### src/rtl/memory_access_unit_pkg.sv
// Shared types, funct3 encodings and access-classification helpers for the
// stage-4 memory access unit.
package memory_access_unit_pkg;

    localparam int WORD_W = 32;

    typedef logic [WORD_W-1:0] word_t;

    // RV32I load funct3 encodings
    localparam logic [2:0] F3_LB  = 3'd0;
    localparam logic [2:0] F3_LH  = 3'd1;
    localparam logic [2:0] F3_LW  = 3'd2;
    localparam logic [2:0] F3_LBU = 3'd4;
    localparam logic [2:0] F3_LHU = 3'd5;

    // RV32I store funct3 encodings
    localparam logic [2:0] F3_SB  = 3'd0;
    localparam logic [2:0] F3_SH  = 3'd1;
    localparam logic [2:0] F3_SW  = 3'd2;

    // Request register: one entry captured from the EX register.
    typedef struct packed {
        logic       valid;
        logic       is_load;
        logic       fault;
        logic       misaligned;
        logic [2:0] funct3;
        logic [4:0] rd;
        word_t      addr;
    } req_reg_t;

    // Output register presented to stage 5.
    typedef struct packed {
        logic       valid;
        logic       is_load;
        logic [4:0] rd;
        word_t      load_data;
        logic       fault;
        logic       misaligned;
        word_t      fault_addr;
    } out_reg_t;

    // Exactly one of load/store, with a funct3 that RV32I defines for it.
    function automatic logic access_legal(input logic ld, input logic st,
                                          input logic [2:0] f3);
        logic ok;
        ok = 1'b0;
        if (ld && !st)
            ok = (f3 == F3_LB) || (f3 == F3_LH) || (f3 == F3_LW) ||
                 (f3 == F3_LBU) || (f3 == F3_LHU);
        else if (st && !ld)
            ok = (f3 == F3_SB) || (f3 == F3_SH) || (f3 == F3_SW);
        return ok;
    endfunction

    // funct3[1:0] encodes the access size for both loads and stores.
    function automatic logic access_misaligned(input logic [2:0] f3,
                                               input logic [1:0] a);
        logic mis;
        case (f3[1:0])
            2'd1:    mis = a[0];
            2'd2:    mis = (a != 2'b00);
            default: mis = 1'b0;
        endcase
        return mis;
    endfunction

endpackage

### src/rtl/memory_access_unit_load_extract.sv
// Selects the addressed byte/half/word from the memory read word and
// sign- or zero-extends it according to the load funct3.
module load_extract
    import memory_access_unit_pkg::*;
(
    input  logic [2:0]        funct3_i,
    input  logic [1:0]        addr_lo_i,
    input  logic [WORD_W-1:0] word_i,
    output logic [WORD_W-1:0] data_o
);

    logic [7:0]  byte_sel;
    logic [15:0] half_sel;

    // Lane select and extension; unknown funct3 yields zero.
    always_comb begin
        case (addr_lo_i)
            2'd0:    byte_sel = word_i[7:0];
            2'd1:    byte_sel = word_i[15:8];
            2'd2:    byte_sel = word_i[23:16];
            default: byte_sel = word_i[31:24];
        endcase
        half_sel = addr_lo_i[1] ? word_i[31:16] : word_i[15:0];
        case (funct3_i)
            F3_LB:   data_o = {{24{byte_sel[7]}}, byte_sel};
            F3_LBU:  data_o = {24'b0, byte_sel};
            F3_LH:   data_o = {{16{half_sel[15]}}, half_sel};
            F3_LHU:  data_o = {16'b0, half_sel};
            F3_LW:   data_o = word_i;
            default: data_o = '0;
        endcase
    end

endmodule

### src/rtl/memory_access_unit.sv
// Stage-4 memory access unit: encodes data_memory controls from the EX
// request, tracks the access through a request register (R) while memory
// responds, then extracts/extends load data into the output register (O).
module memory_access_unit
    import memory_access_unit_pkg::*;
(
    input  logic              clock,
    input  logic              reset,
    input  logic              in_valid,
    input  logic              in_is_load,
    input  logic              in_is_store,
    input  logic [2:0]        in_funct3,
    input  logic [WORD_W-1:0] in_addr,
    input  logic [WORD_W-1:0] in_store_data,
    input  logic [4:0]        in_rd,
    input  logic              stall,
    input  logic              flush,
    output logic              mem_read,
    output logic              mem_write,
    output logic [WORD_W-1:0] mem_addr,
    output logic [3:0]        mem_write_to,
    output logic [WORD_W-1:0] mem_write_value,
    input  logic [WORD_W-1:0] mem_read_value,
    output logic              out_valid,
    output logic              out_is_load,
    output logic [4:0]        out_rd,
    output logic [WORD_W-1:0] out_load_data,
    output logic              out_fault,
    output logic              out_fault_misaligned,
    output logic [WORD_W-1:0] out_fault_addr
);

    logic     legal;
    logic     misaligned;
    logic     go;
    req_reg_t r_q, r_d;
    out_reg_t o_q, o_d;
    word_t    ext_word;
    word_t    extract_data;

    // Classify the incoming request and decide whether memory is touched.
    always_comb begin
        legal      = access_legal(in_is_load, in_is_store, in_funct3);
        misaligned = access_misaligned(in_funct3, in_addr[1:0]);
        go         = in_valid & ~stall & ~flush & legal & ~misaligned;
    end

    assign mem_addr  = in_addr;
    assign mem_read  = go & in_is_load;
    assign mem_write = go & in_is_store;

    // Byte enables and lane-replicated store data; enables are zero unless writing.
    always_comb begin
        mem_write_to    = 4'b0000;
        mem_write_value = '0;
        if (mem_write) begin
            case (in_funct3)
                F3_SB: begin
                    mem_write_to    = 4'b0001 << in_addr[1:0];
                    mem_write_value = {4{in_store_data[7:0]}};
                end
                F3_SH: begin
                    mem_write_to    = 4'b0011 << in_addr[1:0];
                    mem_write_value = {2{in_store_data[15:0]}};
                end
                default: begin
                    mem_write_to    = 4'b1111;
                    mem_write_value = in_store_data;
                end
            endcase
        end
    end

    // R next state: flush kills the entry, stall holds, otherwise capture.
    always_comb begin
        r_d = r_q;
        if (flush) begin
            r_d.valid      = 1'b0;
            r_d.fault      = 1'b0;
            r_d.misaligned = 1'b0;
        end else if (!stall) begin
            r_d.valid      = in_valid;
            r_d.is_load    = in_is_load;
            r_d.fault      = in_valid & (~legal | misaligned);
            r_d.misaligned = in_valid & legal & misaligned;
            r_d.funct3     = in_funct3;
            r_d.rd         = in_rd;
            r_d.addr       = in_addr;
        end
    end

    // R register.
    always_ff @(posedge clock) begin
        if (reset) r_q <= '0;
        else       r_q <= r_d;
    end

    load_extract u_load_extract (
        .funct3_i  (r_q.funct3),
        .addr_lo_i (r_q.addr[1:0]),
        .word_i    (mem_read_value),
        .data_o    (ext_word)
    );

    // Only a clean, valid load carries data; stores and faults report zero.
    always_comb begin
        extract_data = (r_q.valid & r_q.is_load & ~r_q.fault) ? ext_word : '0;
    end

    // O next state: same flush/stall priority as R.
    always_comb begin
        o_d = o_q;
        if (flush) begin
            o_d.valid      = 1'b0;
            o_d.fault      = 1'b0;
            o_d.misaligned = 1'b0;
        end else if (!stall) begin
            o_d.valid      = r_q.valid;
            o_d.is_load    = r_q.is_load;
            o_d.rd         = r_q.rd;
            o_d.load_data  = extract_data;
            o_d.fault      = r_q.valid & r_q.fault;
            o_d.misaligned = r_q.valid & r_q.misaligned;
            o_d.fault_addr = (r_q.valid & r_q.fault) ? r_q.addr : '0;
        end
    end

    // O register.
    always_ff @(posedge clock) begin
        if (reset) o_q <= '0;
        else       o_q <= o_d;
    end

    assign out_valid            = o_q.valid;
    assign out_is_load          = o_q.is_load;
    assign out_rd               = o_q.rd;
    assign out_load_data        = o_q.load_data;
    assign out_fault            = o_q.fault;
    assign out_fault_misaligned = o_q.misaligned;
    assign out_fault_addr       = o_q.fault_addr;

endmodule

### config.mk
export PLATFORM = sky130hd
export DESIGN_NAME = memory_access_unit
export DESIGN_NICKNAME = d
export VERILOG_FILES = /design/src/rtl/memory_access_unit_pkg.sv /design/src/rtl/memory_access_unit_load_extract.sv /design/src/rtl/memory_access_unit.sv
export SDC_FILE = /design/constraint.sdc
export NUM_CORES = 1
export LEC_CHECK = 0
export BUFFER_PORTS_ARGS = -buffer_cell sky130_fd_sc_hd__clkbuf_2
export CORE_AREA = 3 3 108 110
export DETAILED_ROUTE_END_ITERATION = 7
export DIE_AREA = 0 0 111 113
export GPL_ROUTABILITY_DRIVEN = 1
export PLACE_DENSITY = 0.89
export SETUP_SLACK_MARGIN = 0.2
export SLEW_MARGIN = 20
export SYNTH_ARGS = -nofsm -noshare
export SYNTH_HDL_FRONTEND = slang
export SYNTH_SLANG_ARGS = --single-unit
### constraint.sdc
create_clock -name clock -period 6.7 [get_ports clock]
set_clock_uncertainty 0.15 [all_clocks]
set_input_delay 1.34 -clock clock [delete_from_list [all_inputs] [get_ports clock]]
set_output_delay 1.34 -clock clock [all_outputs]
set_load 0.02 [all_outputs]
==> results.yml, run 1 <==
status:
  outcome: "complete, no violations"
cts:
  cts_buffer_depth: 2
  cts_buffers: 17
  tritoncts: "done"
  clkTransAtPathRegs_ns: 0.06
  cts-resized-gates: 0
  clk_latency_ns: 0.51
  cts.htree.levels: 4
  cts_root_buf: "clkbuf_8"
  cts_setup_buffers: 0
  clock-sinks: 117
  ctsHoldBuffers: 0
synth:
  synth-compound-area-share_pct: 25.4
  synthesis.area_um2: 5480
  synth_area_leader_cell: "dfxtp_1"
  synth_simple_gate_area_share_pct: 18.4
  synth_top_family_by_area: "compound AO/OA/AOI/OAI gates"
  yosys.cell_types.count: 40
  synth_nets: 792
  syn_avg_cell_area_um2: 8.08
  synth_xor_area_share_pct: 0
  syn_inst: 678
  yosys-top-cells-area: "dfxtp_1, nand2_1, a22oi_1"
  synth-seq-cells: 117
  synthMuxAreaShare_pct: 3.68
  synth_top_area_share_pct: 42.8
  synthAdderAreaFrac_pct: 0.685
  ys_seq_area_share_pct: 42.8
  yosys_warnings: 0
grt:
  grt_max_degree: 111
  grt_pass1_wl_um: 26300
  gr-total-overflow: 0
  grt_pass1_vias: 5325
  antenna_found_initial: 0
  track_usage_pct: 25.6
placed_design:
  placedCellCount: 984
  gp_congestion: 0.941
  dp_hpwl_um: 11600
  port_buffers: 253
critical_path:
  setup.worst_path.class: "primary input to output pin"
  r2r_setup_slack_ns: 4.13
  startpoint_type: "primary input"
  cp.required_ns: 5.21
  cp-end-kind: "output pin"
  cp.arrival_ns: 3.81
  crit_fanout: 29
route:
  drtIter0Drc: 639
  ant_nets: 0
  drt-total-wl_um: 16800
  drt_first_pass_iters: 8
  vias_per_cell: 5.68
  drc: 0
  via_count: 5768
  wl_per_cell_um: 16.5
floorplan:
  die_x_um: 111
  dieArea_um2: 12500
  start_util_pct: 50.7
  die_y_um: 113
  pin_count: 254
  std_cell_rows: 38
  core_area_um2: 10800
hold_path:
  min_path_type: "flop to flop"
timing:
  final_max_slew_viol_count: 0
  period_needed_ns: 5.30
  finalCritPeriodShare_pct: 79.1
  clock.fmax_mhz: 189
  slew_headroom_pct: 27.2
  finalSetupViolations: 0
  fin_hold_ws_ns: 0.302
  worst-slew-pin-transition_ns: 1.09
  hold_viol_final: 0
  rsz0062_at_grt: "false"
  tns_ns: 0
finish:
  area_delta_synth_final_pct: 30.3
  multiInputGateArea_um2: 2660
  fin_cells: 1016
  layout-drive-gt1-share_pct: 35.2
  seq_area_um2: 2340
  n_fill_cell: 897
  nNetsFinal: 978
  fin_util_pct: 66.1
  antenna_cells: 0
power:
  total_leakage_power_nw: 3.11
  power_density_nw_per_um2: 260
  ir_worst_vdd_mv: 0.233
job:
  drv_cap: 0
final timing paths:
path         depth (start not counted)                            end                  from
max reg2reg                          4  out_load_data[1]$_SDFFE_PP0P_   r_q[1]$_SDFFE_PP0P_
max                                  9             mem_write_value[7]          in_funct3[1]
min reg2reg                          2         out_rd[1]$_SDFFE_PP0P_  r_q[33]$_SDFFE_PP0P_
min                                  2         out_rd[1]$_SDFFE_PP0P_  r_q[33]$_SDFFE_PP0P_
metal layers:
metal | GRT usage, % | part of all wire, % | vias to the layer above
met5 | 0 | 0 | -
met4 | 11.1 | 3.0 | 0
met3 | 7.70 | 10 | 50
met2 | 41.7 | 48 | 325
met1 | 31.6 | 39 | 2643
li1 | - | - | 2750
report_power, final:
part / switching [W] / internal, W
logic: 0.000118 / 0.0000694
registers: 0.0000106 / 0.000709
clock network: 0.000307 / 0.000641
total: 0.000436 / 0.00142
stage by stage:
stage	instance area [um^2]	total power, W	setup slack [ns]
final	7140	0.00185	1.40
after CTS	7110	0.00187	1.44
after floorplan	5480	0.000852	1.89
after global placement	6490	0.000914	1.54
after global routing	7140	0.00192	1.22
after detailed placement	6490	0.000917	1.44
layout make-up:
class | count | area share, %
sequential | 117 | 32.8
clock buffer | 23 | 6.68
multi-input combinational | 466 | 37.3
inverter | 4 | 0.210
clock inverter | 8 | 2.05
tap | 140 | 2.45
timing repair buffer | 258 | 18.5
cell families after synthesis:
group           Yosys count
flops                   117
fa+ha+maj                 3
mux                      10
simple gates            243
buf+inv                  95
compound gates          210
flip-flops by register name, indices dropped and copies added, names as in the netlist:
register and count:
out_fault 1, out_fault_addr 32, out_fault_misaligned 1, out_is_load 1, out_load_data 32, out_rd 5, out_valid 1, r_q 44
cells in the final DEF (no fill, tap or decap), types with 2 or more instances in the layout:
cell,instances
and2_1,9
nor2_1,68
bufinv_16,4
a222oi_1,15
ha_1,3
buf_4,5
clkbuf_2,252
dfxtp_1,117
o211ai_1,2
clkbuf_1,2
nor2_4,2
clkbuf_8,5
nand2_1,142
nand2b_1,5
clkbuf_16,16
a22oi_1,66
a21oi_1,96
a221oi_1,15
nor3_1,2
clkinv_2,2
inv_1,4
or2_2,2
nor2b_1,4
a21oi_2,3
o21ai_0,4
mux4_2,8
cells in the mapped netlist:
cell type,n
clkbuf_1,52
mux2i_1,1
nor3b_1,1
o311ai_0,1
nor3b_2,1
mux4_2,8
nand2_1,142
nor2b_1,4
or3b_1,1
a31oi_1,1
nor3_1,2
nor2_1,70
or2_2,3
a221o_1,1
o311ai_1,1
ha_1,3
buf_1,4
buf_4,32
a222oi_1,15
a21oi_1,96
nand2b_1,5
dfxtp_1,117
and2_1,9
nand3b_1,1
mux2_2,1
o22ai_1,1
a22o_1,1
o211ai_1,2
or4_4,1
inv_1,4
a221oi_1,15
a21boi_0,1
nand3_1,1
buf_6,3
a22oi_1,66
a21oi_2,3
nor4_1,1
o21bai_1,2
and4b_1,1
o21ai_0,4
worst max-delay path, stage by stage:
cell      delay, ns
clkbuf_2       0.10
inv_1          0.07
ha_1           0.42
nor2_1         0.14
a221o_1        0.41
or4_4          0.72
inv_1          0.25
and2_1         0.17
clkbuf_2       0.17
(Power assumes the default switching activity.)
==> inputs of run 2 (changes only) <==
ABC_AREA = 1   (was not set)
CORE_AREA = 3 3 116 118   (was 3 3 108 110)
DIE_AREA = 0 0 119 121   (was 0 0 111 113)
PLACE_DENSITY = 0.84   (was 0.89)
clock period = 5.55 ns   (was 6.7 ns; I/O delays follow)
==> run 2 against run 1 <==
Compared with the run above: non-clock buffer count is 1 higher; die area is 15% higher; critical path depth is 2 higher; utilization is 4.6 points lower; synthesized cell count is 34% higher; combinational power is 55% higher; worst hold slack better by 0.0077 ns; register-to-register slack worse by 1.1 ns; worst setup slack worse by 0.75 ns; flip-flop and latch count stayed put; critical endpoint is now mem_write_value[11]; global-route usage is 1.9 points lower; largest cell class unchanged.
==> results.yml, run 2 <==
status:
  outcome: "complete, no violations"
critical_path:
  cp.required_ns: 4.29
  cp.arrival_ns: 3.64
  path_cells: "clkbuf_2 > inv_1 > ha_1 > nand2_1 > nand2_2 > clkinv_1 > a21oi_1 > o21ai_0 > o21ai_0 > nor2_1 > clkbuf_2"
  crit_family: "buffers and inverters"
  cp-end-kind: "output pin"
  crit_fanout: 27
  slowest_stage: "clkinv_1"
  worst-path-buf-inv: 4
  startpoint_type: "primary input"
  cpPeakStageDelay_ns: 0.55
  setup.worst_path.class: "primary input to output pin"
route:
  via_count: 6549
  drt_first_pass_iters: 6
  ant_nets: 0
  wl_per_cell_um: 13.8
  vias_per_cell: 5.10
  drc: 0
  drtIter0Drc: 694
  drt-total-wl_um: 17700
finish:
  fin_cells: 1285
  regMostFlops: "r_q"
  largest_reg_flops: 44
  final_cell_mix: "clkbuf_2, nand2_1, nor2_1"
  n_fill_cell: 1163
  antenna_cells: 0
  layout-drive-gt1-share_pct: 29.8
  design_area_um2: 7730
  area_delta_synth_final_pct: 26.6
  fin_util_pct: 61.5
  nNetsFinal: 1215
  layout.cells.most_common: "clkbuf_2"
placed_design:
  port_buffers: 253
  placedCellCount: 1254
  place_area_um2: 7100
  gp_congestion: 0.965
  dp_hpwl_um: 12300
synth:
  synth_top_family_by_area: "simple AND/OR/NAND/NOR gates"
  synthAdderAreaFrac_pct: 0.615
  synth_top_area_share_pct: 38.3
  synth_area_leader_cell: "dfxtp_1"
  synth_nets: 1025
  synth_xor_area_share_pct: 0
  synthFlopType: "dfxtp_1"
  ys_seq_area_share_pct: 38.3
  synth-edff-count: 0
  synthesis.area_um2: 6110
  yosys-top-cells-area: "dfxtp_1, nand2_1, nor2_1"
  synth_simple_gate_area_share_pct: 31.3
  syn_avg_cell_area_um2: 6.71
  synth-seq-cells: 117
  synthMuxAreaShare_pct: 0
  async_flop_share_pct: 0
  syn_inst: 911
  yosys_warnings: 0
  yosysMostFrequentCell: "nand2_1"
  synth_commonest_cells: "nand2_1, nor2_1, dfxtp_1"
  yosys.cell_types.count: 28
  synth-compound-area-share_pct: 17.1
floorplan:
  start_util_pct: 48.6
  die_x_um: 119
  dieArea_um2: 14400
  die_y_um: 121
  core_area_um2: 12600
  std_cell_rows: 41
  pin_count: 254
cts:
  clkTransAtPathRegs_ns: 0.05
  cts.htree.levels: 4
  cts_buffers: 17
  cts_root_buf: "clkbuf_16"
  clk_latency_ns: 0.40
  cts_setup_buffers: 0
  tritoncts: "done"
  clock-sinks: 117
  ctsHoldBuffers: 0
  cts-resized-gates: 0
  cts_buffer_depth: 2
grt:
  track_usage_pct: 23.7
  grt_pass1_wl_um: 28200
  grt_pass1_vias: 5864
  gr-total-overflow: 0
  grt_max_degree: 108
  antenna_found_initial: 0
job:
  drv_cap: 0
timing:
  clock.fmax_mhz: 204
  worst-slew-pin-transition_ns: 0.996
  hold_viol_final: 0
  rsz0062_at_grt: "false"
  fin_hold_ws_ns: 0.310
  final_max_slew_viol_count: 0
  finalCritPeriodShare_pct: 88.2
  period_needed_ns: 4.90
  finalSetupViolations: 0
  tns_ns: 0
  slew_headroom_pct: 33.5
power:
  ir_worst_vdd_mv: 0.262
  power_density_nw_per_um2: 302
  total_leakage_power_nw: 3.89
hold_path:
  min_path_type: "flop to flop"
[run 2: cell count changes in the layout (fill, tap and decap cells not counted), sizes merged, moves of 4 or more]
cell / change
o21ai: +76
mux4: -8
nand2: +72
nand3: +41
nor2: +131
inv: +56
nand2b: -5
nor2b: -4
a222oi: -15
and2: -9
a22oi: -34
a21oi: -35
a221oi: -15
clkinv: +4
[run 2: metal layers]
metal	vias up	routed length (um)	part of all wire, %	GRT usage, %
met1	2945	7740	44	31.8
met3	42	1290	7.3	5.31
met4	0	516	2.9	8.69
met5	-	0	0	0
li1	3263	-	-	-
met2	299	8180	46	37.4
[run 2: worst min-delay path, stage by stage (launching register included)]
cell	delay, ns
dfxtp_1	0.31
nand2_1	0.06
a21oi_1	0.05
[run 2: worst paths after layout]
check | startpoint | to | slack (ns) | cells after the start
setup / recovery | in_funct3[1] | mem_write_value[11] | 0.65 | 11
hold / removal | out_is_load$_SDFFE_PP0P_ | out_is_load$_SDFFE_PP0P_ | 0.31 | 2
setup reg to reg | r_q[1]$_SDFFE_PP0P_ | out_load_data[9]$_SDFFE_PP0P_ | 2.99 | 7
hold reg to reg | out_is_load$_SDFFE_PP0P_ | out_is_load$_SDFFE_PP0P_ | 0.31 | 2
[run 2: kinds of logic (layout without fill, tap and decap cells)]
| family | count (synthesis) | after routing |
|---|---|---|
| fa+ha+maj | 3 | 3 |
| simple gates | 465 | 465 |
| compound gates | 177 | 177 |
| buf+inv | 149 | 351 |
| flops | 117 | 117 |
[run 2: final cells by class]
class / instances / area, um^2 / share of cell area, %
multi-input combinational: 645 / 2990 / 38.7
sequential: 117 / 2340 / 30.3
timing repair buffer: 259 / 1320 / 17.1
clock buffer: 19 / 453 / 5.86
inverter: 61 / 230 / 2.98
tap: 172 / 215 / 2.78
clock inverter: 12 / 176 / 2.28
[run 2: through the flow]
stage          total power [W]  worst slack (ns)
6_report               0.00233             0.655
5_1_grt                0.00243             0.438
4_1_cts                0.00234             0.799
3_5_place_dp           0.00119             0.797
3_3_place_gp           0.00119             0.934
2_1_floorplan          0.00111              1.83
[run 2: report_power, final]
part	total, W	internal [W]	switching, W
registers	0.000886	0.000864	0.0000218
clock network	0.00115	0.000773	0.000382
logic	0.000292	0.0000979	0.000194
total	0.00233	0.00173	0.000598
